File: src/rtl/label_vote_filter_pkg.sv
// label_vote_filter_pkg: shared widths, vote defaults, FSM state type and ceil_log2 helper
package label_vote_filter_pkg;
    localparam int LABEL_WIDTH      = 2;
    localparam int DISTANCE_WIDTH   = 8;
    localparam int NUM_LABELS       = 2 ** LABEL_WIDTH;
    localparam int VOTE_WINDOW      = 5;
    localparam int VOTE_DIST_THRESH = 100;

    typedef enum logic {FILL, FULL} vote_state_e;

    function automatic int ceil_log2(input int n);
        int r;
        r = 0;
        for (int i = 0; i < 31; i++)
            if ((1 << i) < n) r = i + 1;
        return r;
    endfunction
endpackage

File: src/rtl/label_vote_filter_hist.sv
// label_vote_hist: per-channel entry window, incremental label histogram and tie-aware argmax
module label_vote_hist
    import label_vote_filter_pkg::*;
#(
    parameter int WINDOW      = VOTE_WINDOW,
    parameter int DIST_THRESH = VOTE_DIST_THRESH,
    localparam int VW         = ceil_log2(WINDOW + 1)
) (
    input  logic                      i_clk,
    input  logic                      i_rst,
    input  logic                      i_accept,
    input  logic                      i_clear,
    input  logic                      i_evict,
    input  logic [LABEL_WIDTH-1:0]    i_label,
    input  logic [DISTANCE_WIDTH-1:0] i_dist,
    input  logic [LABEL_WIDTH-1:0]    i_prev,
    output logic [LABEL_WIDTH-1:0]    o_label,
    output logic [VW-1:0]             o_votes
);
    logic [LABEL_WIDTH-1:0] r_lab  [WINDOW];
    logic                   r_ok   [WINDOW];
    logic [VW-1:0]          r_hist [NUM_LABELS];
    logic [VW-1:0]          w_hist [NUM_LABELS];
    logic                   w_counted;

    assign w_counted = 32'(i_dist) <= 32'(DIST_THRESH);

    // evict is only raised when the window is full, so r_lab[WINDOW-1] is the oldest live entry
    always_comb begin
        for (int l = 0; l < NUM_LABELS; l++)
            w_hist[l] = (i_clear ? '0 : r_hist[l])
                      + VW'(i_accept && w_counted && i_label == LABEL_WIDTH'(l))
                      - VW'(i_evict && r_ok[WINDOW-1] && r_lab[WINDOW-1] == LABEL_WIDTH'(l));
    end

    // seeding with the previous label and using strict > gives it priority on ties
    always_comb begin
        o_label = i_prev;
        o_votes = w_hist[i_prev];
        for (int l = 0; l < NUM_LABELS; l++)
            if (w_hist[l] > o_votes) begin
                o_label = LABEL_WIDTH'(l);
                o_votes = w_hist[l];
            end
    end

    always_ff @(posedge i_clk or posedge i_rst) begin
        if (i_rst) begin
            for (int i = 0; i < WINDOW; i++) begin
                r_lab[i] <= '0;
                r_ok[i]  <= 1'b0;
            end
            for (int l = 0; l < NUM_LABELS; l++) r_hist[l] <= '0;
        end else begin
            r_hist <= w_hist;
            if (i_accept) begin
                r_lab[0] <= i_label;
                r_ok[0]  <= w_counted;
                for (int i = 1; i < WINDOW; i++) begin
                    r_lab[i] <= r_lab[i-1];
                    r_ok[i]  <= r_ok[i-1];
                end
            end
        end
    end
endmodule

File: src/rtl/label_vote_filter.sv
// label_vote_filter: sliding-window majority vote over arousal/valence labels with a one-deep output register
module label_vote_filter
    import label_vote_filter_pkg::*;
#(
    parameter int WINDOW      = VOTE_WINDOW,
    parameter int DIST_THRESH = VOTE_DIST_THRESH
) (
    input  logic                               Clk_CI,
    input  logic                               Reset_RI,
    input  logic                               ValidIn_SI,
    output logic                               ReadyOut_SO,
    input  logic [LABEL_WIDTH-1:0]             LabelIn_A_DI,
    input  logic [LABEL_WIDTH-1:0]             LabelIn_V_DI,
    input  logic [DISTANCE_WIDTH-1:0]          DistanceIn_A_DI,
    input  logic [DISTANCE_WIDTH-1:0]          DistanceIn_V_DI,
    input  logic                               Clear_SI,
    output logic                               ValidOut_SO,
    input  logic                               ReadyIn_SI,
    output logic [LABEL_WIDTH-1:0]             LabelOut_A_DO,
    output logic [LABEL_WIDTH-1:0]             LabelOut_V_DO,
    output logic [ceil_log2(WINDOW+1)-1:0]     Votes_A_DO,
    output logic [ceil_log2(WINDOW+1)-1:0]     Votes_V_DO,
    output logic                               Full_SO
);
    localparam int VW = ceil_log2(WINDOW + 1);

    vote_state_e            r_state;
    logic [VW-1:0]          r_cnt;
    logic                   w_accept;
    logic                   w_evict;
    logic [LABEL_WIDTH-1:0] w_label_a, w_label_v;
    logic [VW-1:0]          w_votes_a, w_votes_v;

    assign ReadyOut_SO = ~ValidOut_SO | ReadyIn_SI;
    assign w_accept    = ValidIn_SI & ReadyOut_SO;
    assign w_evict     = w_accept & (r_state == FULL) & ~Clear_SI;
    assign Full_SO     = r_state == FULL;

    label_vote_hist #(.WINDOW(WINDOW), .DIST_THRESH(DIST_THRESH)) u_hist_a (
        .i_clk(Clk_CI), .i_rst(Reset_RI), .i_accept(w_accept), .i_clear(Clear_SI), .i_evict(w_evict),
        .i_label(LabelIn_A_DI), .i_dist(DistanceIn_A_DI), .i_prev(LabelOut_A_DO),
        .o_label(w_label_a), .o_votes(w_votes_a)
    );

    label_vote_hist #(.WINDOW(WINDOW), .DIST_THRESH(DIST_THRESH)) u_hist_v (
        .i_clk(Clk_CI), .i_rst(Reset_RI), .i_accept(w_accept), .i_clear(Clear_SI), .i_evict(w_evict),
        .i_label(LabelIn_V_DI), .i_dist(DistanceIn_V_DI), .i_prev(LabelOut_V_DO),
        .o_label(w_label_v), .o_votes(w_votes_v)
    );

    always_ff @(posedge Clk_CI or posedge Reset_RI) begin
        if (Reset_RI) begin
            r_state       <= FILL;
            r_cnt         <= '0;
            ValidOut_SO   <= 1'b0;
            LabelOut_A_DO <= '0;
            LabelOut_V_DO <= '0;
            Votes_A_DO    <= '0;
            Votes_V_DO    <= '0;
        end else begin
            if (Clear_SI) begin
                r_state <= FILL;
                r_cnt   <= VW'(w_accept);
            end else if (w_accept && r_state == FILL) begin
                r_cnt <= r_cnt + 1'b1;
                if (r_cnt == VW'(WINDOW - 1)) r_state <= FULL;
            end
            if (w_accept) begin
                ValidOut_SO   <= 1'b1;
                LabelOut_A_DO <= w_label_a;
                LabelOut_V_DO <= w_label_v;
                Votes_A_DO    <= w_votes_a;
                Votes_V_DO    <= w_votes_v;
            end else if (ReadyIn_SI) begin
                ValidOut_SO <= 1'b0;
            end
        end
    end
endmodule

File: config.mk
export PLATFORM = sky130hd
export DESIGN_NAME = label_vote_filter
export DESIGN_NICKNAME = d
export VERILOG_FILES = /design/src/rtl/label_vote_filter_pkg.sv /design/src/rtl/label_vote_filter_hist.sv /design/src/rtl/label_vote_filter.sv
export SDC_FILE = /design/constraint.sdc
export NUM_CORES = 1
export LEC_CHECK = 0
export BUFFER_PORTS_ARGS = -buffer_cell sky130_fd_sc_hd__buf_2
export CAP_MARGIN = 20
export CORE_ASPECT_RATIO = 0.6
export CORE_MARGIN = 8
export CORE_UTILIZATION = 54
export DETAILED_ROUTE_END_ITERATION = 7
export GPL_TIMING_DRIVEN = 0
export PLACE_DENSITY = 0.78
export SLEW_MARGIN = 10
export SYNTH_ARGS = -nofsm -noshare
export SYNTH_HDL_FRONTEND = slang
export SYNTH_SLANG_ARGS = --single-unit
File: constraint.sdc
create_clock -name Clk_CI -period 7.05 [get_ports Clk_CI]
set_input_delay 1.0575 -clock Clk_CI [delete_from_list [all_inputs] [get_ports Clk_CI]]
set_output_delay 1.0575 -clock Clk_CI [all_outputs]
set_load 0.01 [all_outputs]
==> After elaboration in Yosys (flattened, before gate mapping) <==
Index checks and enable logic that the tools add are counted.
{ "totals": {"word_cells": 156, "inputBits": 25, "regBits": 69} }
{ "classes": {"mux": 37, "n_lt_le_gt_ge": 12, "n_bitwise": 9, "n_reduce_logical": 33, "n_eq_ne": 13, "n_addsub": 17} }
{ "ops": {"columns": ["cell", "count"], "rows": [
  ["$mux W3", 22],
  ["$add A3 B1 Y3", 8],
  ["$gt A3 B3 Y1", 8],
  ["$sub A3 B1 Y3", 8],
  ["$logic_and A1 B1 Y1", 21],
  ["$eq A2 B2 Y1 const B", 8],
  ["$le A8 B7 Y1 const B", 2],
  ["$mux W2", 8],
  ["$bmux W3 S2", 2],
  ["$eq A2 B1 Y1 const B", 4],
  ["$logic_not A2 Y1", 4],
  ["$reduce_bool A4 Y1", 2],
  ["$ge A3 B3 Y1 const B", 2],
  ["$not A2 Y3", 2],
  ["$reduce_and A2 Y1", 3],
  ["$reduce_bool A2 Y1", 3],
  ["$mux W1", 5],
  ["$add A3 B1 Y3 const B", 1],
  ["$and A1 B1 Y1", 3],
  ["$eq A3 B3 Y1 const B", 1],
  ["$not A1 Y1", 3],
  ["$or A1 B1 Y1", 1]
]} }

==> Depth between registers and ports, before layout <==
Gate-level depths: netlist of run 1.
{ "logic_depth": {"word_depth": 20, "mapped_depth": 37, "ltp_nobuf": 37} }

==> Cells and area by module <==
From an unflattened synthesis of run 1, not the netlist that was laid out.
{ "unflattened": {"cells_unflattened": 430, "hier_area_um2": 4579.4} }
{ "by_module_without_submodules": {"columns": ["mod", "cells_per_inst", "instances", "area_per_inst_um2"], "rows": [
  ["label_vote_hist (u_hist_a)", 190, 1, 1974.4],
  ["label_vote_hist (u_hist_v)", 189, 1, 1909.3],
  ["label_vote_filter", 51, 1, 695.7]
]} }

==> Least setup slack after synthesis of run 1 <==
OpenSTA, ideal clock, no wires.
{ "synth_timing": {"path_kind": "input -> register", "from": "input port ReadyIn_SI", "to": "register Votes_A_DO[2]", "stages": 34, "required_time_ps": 6925, "path_slack_ps": -928, "setup_time_ps": 125, "arrival_time_ps": 7853, "cell_sequence": "nand2b_1 > nand2_1 > nor2_1 > nand3_1 > inv_1 > and3_1 > ha_1 > inv_1 > ha_1 > inv_1 > fa_1 > nor3_1 > and4b_1 > or4_4 > ha_1 > nand3_1 > a21boi_1 > mux2i_1 > ha_1 > nor2b_1 > o21a_1 > o21ai_1 > mux2_2 > ha_1 > nand2_1 > o21a_1 > a31oi_1 > mux2_2 > ha_1 > a31oi_1 > o21ai_0 > or3_1 > o21ai_0 > a21oi_1"} }
{ "synth_via": {"elab_chain_cells": 18, "elab_cells_between_ends": 33, "classes_between": "add/sub (8); order compare (4); mux (7); bitwise (4); reduce/logical (10)"} }
{ "synth_lines": {"columns": ["item", "line", "rtl"], "rows": [
  ["start: declaration", "label_vote_filter.sv:18", "input logic ReadyIn_SI,"],
  ["$or A1 B1 Y1 *", "label_vote_filter.sv:34", "assign ReadyOut_SO = ~ValidOut_SO | ReadyIn_SI;"],
  ["$and A1 B1 Y1 *", "label_vote_filter.sv:35", "assign w_accept = ValidIn_SI & ReadyOut_SO;"],
  ["branches (longest 16 deep; another with $add A3 B1 Y3)", null, null],
  ["end signal: assignment", "label_vote_filter.sv:72", "Votes_A_DO <= w_votes_a;"],
  ["end: declaration", "label_vote_filter.sv:21", "output logic [ceil_log2(WINDOW+1)-1:0] Votes_A_DO,"]
]} }
Every way passes the cells marked *. The select of a mux whose other input is x is not followed.
A chain may end at the register's enable or synchronous reset.

==> Worst setup path after layout of run 1 <==
{ "layout_timing": {"from": "input port ReadyIn_SI", "to": "register Votes_V_DO[2]"} }
{ "layout_via": {"elab_chain_cells": 18, "elab_cells_between_ends": 33, "classes_between": "add/sub (8); order compare (4); mux (7); bitwise (4); reduce/logical (10)"} }
{ "layout_lines": {"columns": ["item", "line", "rtl"], "rows": [
  ["$or A1 B1 Y1 *", "label_vote_filter.sv:34", null],
  ["$and A1 B1 Y1 *", "label_vote_filter.sv:35", null],
  ["branches (longest 16 deep; another with $add A3 B1 Y3)", null, null],
  ["end signal: assignment", "label_vote_filter.sv:73", "Votes_V_DO <= w_votes_v;"],
  ["end: declaration", "label_vote_filter.sv:22", "output logic [ceil_log2(WINDOW+1)-1:0] Votes_V_DO,"]
]} }
Marked as above.

==> results of run 1 <==
layer usage:
metal  routed length, um  vias to the layer above
li1                    -                     1788
met1                5540                     1934
met2                5860                      179
met3                1040                       40
met4                 337                        0
met5                   0                        -
Yosys cell counts (3+ instances only):
master and number:
inv_1 46, o21ai_0 22, buf_1 3, nor3_1 5
a21o_1 4, a22o_1 3, a311oi_1 3, a211oi_1 4
fa_1 8, clkbuf_1 8, a21oi_1 12, nor2_1 24
or3_1 5, dfrtp_1 69, nand2_1 109, and3_1 8
ha_1 42, mux2_2 5, xnor2_1 9, nand3_1 5
nor2b_1 8, nand2b_1 16, a31oi_1 5, o21a_1 8
mux2_4 3, and2_1 3, o21ai_1 4, mux2i_1 4
nor3b_1 5, mux4_2 5
sequential cells by signal, indices dropped and copies added, names as in the netlist, 5 cells and up:
name             count
u_hist_a.r_hist     12
u_hist_a.r_lab      10
u_hist_v.r_lab      10
u_hist_v.r_ok        5
u_hist_v.r_hist     12
u_hist_a.r_ok        5
what timing repair did:
item,in CTS,in global routing
pin swaps,40,38
setup endpoints to repair,10,10
endpoints found under the hold margin,0,0
resized for setup,68,32
hold buffers,0,0
setup buffers,31,13
layout by cell type (no fill, tap or decap), types with 9 or more instances in the layout:
master,n
inv_1,40
o21ai_0,12
nand2b_1,15
dfrtp_1,69
clkbuf_16,9
ha_1,26
xnor2_1,9
buf_4,41
nor2_1,18
a21oi_1,9
buf_2,35
ha_4,13
nand2_1,106
path summary, 6_finish.rpt:
check	endpoint
worst max-delay path	Votes_V_DO[2]$_DFFE_PP0P_
worst min-delay path	u_hist_v.r_ok[2]$_DFFE_PP0P_
worst max register to register	Votes_V_DO[2]$_DFFE_PP0P_
worst min register to register	u_hist_v.r_ok[2]$_DFFE_PP0P_
max in group asynchronous	LabelOut_V_DO[1]$_DFFE_PP0P_
min in group asynchronous	u_hist_a.r_lab[5]$_DFFE_PP0P_
area by class of cell:
type,instances,area share [%]
Tap cell,108,2.27
Inverter,46,2.99
Sequential cell,69,29.0
Buffer,13,1.24
Clock inverter,4,0.842
Clock buffer,10,4.02
Multi-Input combinational cell,348,50.3
Timing Repair Buffer,81,9.28
power by group:
group          internal [uW]  total (uW)  leakage (uW)  switching (uW)
Clock                    279         449      0.000136             170
Sequential               460         524      0.000904            63.8
Combinational            337         665       0.00181             328
Total                   1080        1640       0.00285             563
stage by stage:
stage                     hold slack [ns]  instances  power [uW]  setup slack (ns)
after global routing                0.491        679        1720             -1.07
after floorplan                     0.438        476         849            -0.371
after detailed placement            0.453        621         975             -1.64
final                               0.466        679        1640            -0.851
after CTS                           0.468        666        1560            -0.524
after global placement              0.446        620         951             -1.44
kinds of logic (layout without fill, tap and decap cells):
family                     Yosys count  count (layout)  synth area share (%)
xor gates and xnor gates            11              11                  2.21
and+or+nand+nor                    196             196                  20.7
adders and majority gates           50              50                  15.7
AOI/OAI and AO/OA                   74              74                  10.8
DFF                                 69              69                  39.6
buffers and inverters               59             154                  5.14
muxes                               17              17                  5.83
worst max-delay path, delay by kind of cell:
kind | cells | cell delay, ns
AND/OR/NAND/NOR | 13 | 1.93
buffers and inverters | 3 | 0.23
AO/OA/AOI/OAI | 10 | 1.79
multiplexers | 3 | 1.06
adder cells (fa/ha/maj) | 7 | 2.03
==> impl_metrics.csv, run 1 <==
group,metric,value,unit
status,outcome,"finished, violations left",
timing,skew,0.00627,ns
synth,ys.flop_type,"dfrtp_1",
clock_tree,ctsHtreeMaxLevel,3,
clock_tree,ctsLongestPathBuffers,2,
timing,period_share,112,%
critical_path,rr_worst_depth,35,
floorplanning,die-height,85.6,um
timing,slew_viol_final,0,
timing,relSlewSlack,52.7,%
clock_tree,clk_pin_slew,0.06,ns
critical_path,critPathLaunchType,"input pin",
placed_design,dpl.hpwl,8180,um
drt,drc_errors,0,
run,maxCapViolations,0,
critical_path,r2r_slack,-0.43,ns
grt,grtUsageMet2,34.7,%
clock_tree,cts_buffers,9,
drt,wl,12800,um
pwr,p_leak,0.00285,uW
drt,via_per_inst,5.80,
status,violations,"setup timing",
final_layout,antenna_cells,0,
timing,fin_crit,7.90,ns
critical_path,cpPeakStageDelay,0.54,ns
synth,postSynthAreaPerCell,9.15,um2
final_layout,n_fill_cell,501,
grt,grt_max_degree,39,
final_layout,multi_input_area,0.00299,mm2
synth,synth_warnings,0,
placed_design,port_buffers,36,
grt,grt_util_met1,29.3,%
grt,grt_pass1_wl,20000,um
min_path,hp-class,"flip-flop to flip-flop",
synth,syn_area,0.00436,mm2
grt,grt-busiest-layer,"met2",
critical_path,rr_startpoint,"ValidOut_SO$_DFFE_PP0P_",
floorplanning,fp.dieW,132,um
final_layout,final_area,0.00595,mm2
floorplanning,fp-row-count,25,
synth,synth-edff-count,0,
critical_path,startpoint,"ReadyIn_SI",
timing,worstMarginPinSlew,0.710,ns
clock_tree,cts_tree,"done",
pwr,max-vdd-ir-drop,153,uV
critical_path,crit_fanout,5,
critical_path,critPathCaptureType,"flip-flop",
grt,grt_pass1_vias,4094,
synth,ys_types,46,
final_layout,register_area,0.00173,mm2
synth,netlist.area_leader.share,39.6,%
drt,detail_route.first_pass.iterations,5,
placed_design,place.gp.congestion,0.880,
synth,synth-seq-cells,69,
drt,wl_per_cell,18.8,um
timing,finalHoldViolCount,0,
timing,setup_viol,10,
synth,yosysSeqAreaShare,39.6,%
timing,tns,-6.34,ns
drt,drtAntennaViolNets,0,
floorplanning,initial_utilization,55.5,%
clock_tree,numClockSinks,69,
floorplanning,die_area,0.0113,mm2
clock_tree,root_buffer,"clkbuf_16",
synth,synth_nets,551,
critical_path,cp_data_arrival_time,8.12,ns
grt,grtUsageMet3,6.59,%
final_layout,finalNetCount,643,
floorplanning,io_pins,38,
final_layout,utilization,75.7,%
grt,antenna_found_initial,0,
drt,first_iter_violations,257,
timing,max_freq,127,MHz
critical_path,cp_slowest_cell,"mux4_2",
min_path,hold_start,"u_hist_v.r_ok[3]$_DFFE_PP0P_",
floorplanning,coreArea,0.00785,mm2
pwr,p_per_area,276,mW/mm2
clock_tree,clock_latency,0.34,ns
timing,setup_ws,-0.851,ns
synth,syn_inst,476,
synth,synth.largest_area_cell,"dfrtp_1",
grt,grt_usage,22.1,%
critical_path,criticalPathCategory,"input pin to flip-flop",
critical_path,critical_path_required,7.27,ns
final_layout,drive_gt1_share,34.2,%
final_layout,syn_to_final_growth,36.5,%
drt,via_count,3941,
placed_design,placed_area,0.00487,mm2
timing,rsz0062_at_grt,"yes",
grt,grt.overflow.total,0,
synth,ys_async_sr_fraction,100,%
synth,netlist_top_cells_area,"dfrtp_1, ha_1, nand2_1",
min_path,hold-path-cell-count,2,
(Power assumes the default switching activity.)
==> inputs of run 2 (changes only) <==
--- a/config.mk
+++ b/config.mk
@@ -5,14 +5,14 @@
 export SDC_FILE = /design/constraint.sdc
 export NUM_CORES = 1
 export LEC_CHECK = 0
-export BUFFER_PORTS_ARGS = -buffer_cell sky130_fd_sc_hd__buf_2
+export BUFFER_PORTS_ARGS = -buffer_cell sky130_fd_sc_hd__clkbuf_2
 export CAP_MARGIN = 20
 export CORE_ASPECT_RATIO = 0.6
 export CORE_MARGIN = 8
 export CORE_UTILIZATION = 54
 export DETAILED_ROUTE_END_ITERATION = 7
 export GPL_TIMING_DRIVEN = 0
-export PLACE_DENSITY = 0.78
+export PLACE_DENSITY = 0.85
 export SLEW_MARGIN = 10
 export SYNTH_ARGS = -nofsm -noshare
 export SYNTH_HDL_FRONTEND = slang
==> run 2 against run 1 <==
Compared with the run above: power is essentially flat; routed wire length grew 13%; sequential share of layout area down 0.24 points; flip-flop and latch count did not move; sequential power grew 2%; via count grew 2.0%; utilization is 0.62 points higher; first-iteration DRC count rose by 32%; critical path depth fell by 2; combinational power increased by 3.3%; setup slack got worse by 0.27 ns; the run still ends with setup timing left; non-clock buffer count decreased by 1.
==> impl_metrics.csv, run 2 (synthesized netlist as in run 1, its figures left out) <==
group,metric,value,unit
final_layout,syn_to_final_growth,37.6,%
pwr,power_frac_comb,42.0,%
status,outcome,"finished, violations left",
drt,dr_wl_met2,6830,um
drt,wl,14500,um
pwr,p_per_area,273,mW/mm2
critical_path,critical_path_required,7.27,ns
critical_path,cpPeakStageDelay,0.54,ns
timing,fin_hold_ws,0.464,ns
timing,tns,-8.75,ns
grt,grt_pass1_wl,19700,um
placed_design,dpl.hpwl,8200,um
clock_tree,cts_buffers,9,
floorplanning,die-height,85.6,um
timing,setup_ws,-1.12,ns
timing,setup_viol,10,
drt,topRoutingLayerUsed,"met4",
grt,grt.overflow.total,0,
clock_tree,numClockSinks,69,
timing,relSlewSlack,56.5,%
floorplanning,fp.dieW,132,um
drt,via_per_inst,5.93,
floorplanning,fp-row-count,25,
placed_design,placed_cells,621,
status,violations,"setup timing",
pwr,p_leak,0.00286,uW
floorplanning,die_area,0.0113,mm2
final_layout,antenna_cells,0,
timing,worstMarginPinSlew,0.653,ns
critical_path,critPathBufInv,5,
critical_path,critPathCaptureType,"flip-flop",
critical_path,crit_family,"adder cells",
timing,slew_viol_final,0,
timing,fin_crit,8.17,ns
final_layout,n_fill_cell,491,
clock_tree,ctsHoldBuffers,0,
critical_path,cp_data_arrival_time,8.39,ns
critical_path,criticalPathCategory,"input pin to flip-flop",
pwr,swShare,36.5,%
floorplanning,initial_utilization,55.5,%
drt,drtAntennaViolNets,0,
grt,antenna_found_initial,0,
pwr,clockPowerShare,25.5,%
drt,via_count,4020,
drt,dr_wl_met3,1230,um
final_layout,register_area,0.00173,mm2
drt,wl_per_cell,21.3,um
critical_path,critPathLaunchType,"input pin",
grt,grt_max_degree,44,
drt,drc_errors,0,
min_path,hp-class,"flip-flop to flip-flop",
final_layout,layout_common_cells,"nand2_1, dfrtp_1, inv_1",
clock_tree,clk_pin_slew,0.06,ns
clock_tree,ctsHtreeMaxLevel,3,
grt,grt_pass1_vias,3986,
timing,skew,0.00794,ns
critical_path,cp_slowest_cell,"mux4_2",
critical_path,crit_fanout,10,
pwr,max-vdd-ir-drop,152,uV
floorplanning,coreArea,0.00785,mm2
timing,period_share,116,%
final_layout,finalNetCount,642,
grt,grt_usage,22.4,%
drt,first_iter_violations,340,
placed_design,place.gp.congestion,0.900,
pwr,pwr-share-seq,32.5,%
clock_tree,cts_tree,"done",
drt,m1WireLength,5750,um
run,maxCapViolations,0,
floorplanning,io_pins,38,
final_layout,final_common_cell,"nand2_1",
pwr,p_switching,598,uW
clock_tree,root_buffer,"clkbuf_16",
placed_design,port_buffers,36,
clock_tree,ctsLongestPathBuffers,2,
final_layout,multi_input_area,0.00306,mm2
clock_tree,clock_latency,0.35,ns
timing,finalHoldViolCount,0,
pwr,p_int,1040,uW
drt,detail_route.first_pass.iterations,5,
timing,max_freq,122,MHz
final_layout,stdcell_count,678,
critical_path,cp_common_cell,"ha_4",
final_layout,drive_gt1_share,36.1,%
timing,rsz0062_at_grt,"yes",
final_layout,reg_top3,"u_hist_a.r_hist x12, u_hist_v.r_hist x12",
-- run 2: cell types whose count changed in the layout (fill, tap and decap cells not counted), sizes merged --
cell    delta
bufinv     -1
clkbuf    +37
buf       -37
-- run 2: worst paths after layout --
| path | from | end | slack (ns) | depth (start not counted) |
|---|---|---|---|---|
| min in group asynchronous | Reset_RI | u_hist_a.r_ok[3]$_DFFE_PP0P_ | 0.69 | 2 |
| hold reg to reg | u_hist_v.r_ok[2]$_DFFE_PP0P_ | u_hist_v.r_ok[1]$_DFFE_PP0P_ | 0.46 | 2 |
| max in group asynchronous | Reset_RI | LabelOut_A_DO[1]$_DFFE_PP0P_ | 5.81 | 3 |
| setup / recovery | Clear_SI | Votes_V_DO[2]$_DFFE_PP0P_ | -1.12 | 34 |
| hold / removal | u_hist_v.r_ok[2]$_DFFE_PP0P_ | u_hist_v.r_ok[1]$_DFFE_PP0P_ | 0.46 | 2 |
| setup reg to reg | ValidOut_SO$_DFFE_PP0P_ | Votes_V_DO[2]$_DFFE_PP0P_ | -0.71 | 36 |
-- run 2: layout make-up --
type,instances,share of cell area [%]
Clock inverter,3,0.396
Sequential cell,69,28.8
Tap cell,108,2.25
Buffer,13,1.17
Clock buffer,11,4.05
Timing Repair Buffer,80,9.33
Multi-Input combinational cell,348,51.0
Inverter,46,3.01
-- run 2: what timing repair did --
item | 4_1_cts | 5_1_grt
pin swaps | 47 | 40
endpoints found under the setup margin | 10 | 10
resized for setup | 61 | 63
hold endpoints to repair | 0 | 0
gates cloned | 0 | 0
buffers inserted | 31 | 12
-- run 2: worst reg2reg max path: cells and delay by family (launching register included) --
kind | cells | cell delay [ns]
AOI/OAI and AO/OA | 10 | 1.99
adders and majority gates | 7 | 1.93
buffers and inverters | 2 | 0.13
DFF | 1 | 0.40
muxes | 3 | 1.08
and+or+nand+nor | 14 | 2.13
-- run 2: power by group through the flow --
stage	Sequential (uW)	Combinational, uW	Clock (uW)
after floorplan	523	325	0
after global placement	520	431	0
after detailed placement	523	460	0
after CTS	519	594	418
after global routing	539	733	436
final	532	687	418
-- run 2: through the flow --
step                      power (uW)  utilization (%)  setup slack [ns]  area [um2]
after floorplan                  849                -            -0.371        4530
after global placement           950             61.8             -1.45        4850
after global routing            1710             76.4             -1.23        6000
after CTS                       1530             72.2            -0.566        5670
final                           1640             76.4             -1.12        6000
after detailed placement         984             62.0             -1.65        4870
-- run 2: routing by layer --
| layer | global-route usage, % | up-vias |
|---|---|---|
| li1 | - | 1785 |
| met1 | 26.6 | 1952 |
| met2 | 36.1 | 216 |
| met3 | 8.58 | 67 |
| met4 | 8.81 | 0 |
| met5 | 0 | - |
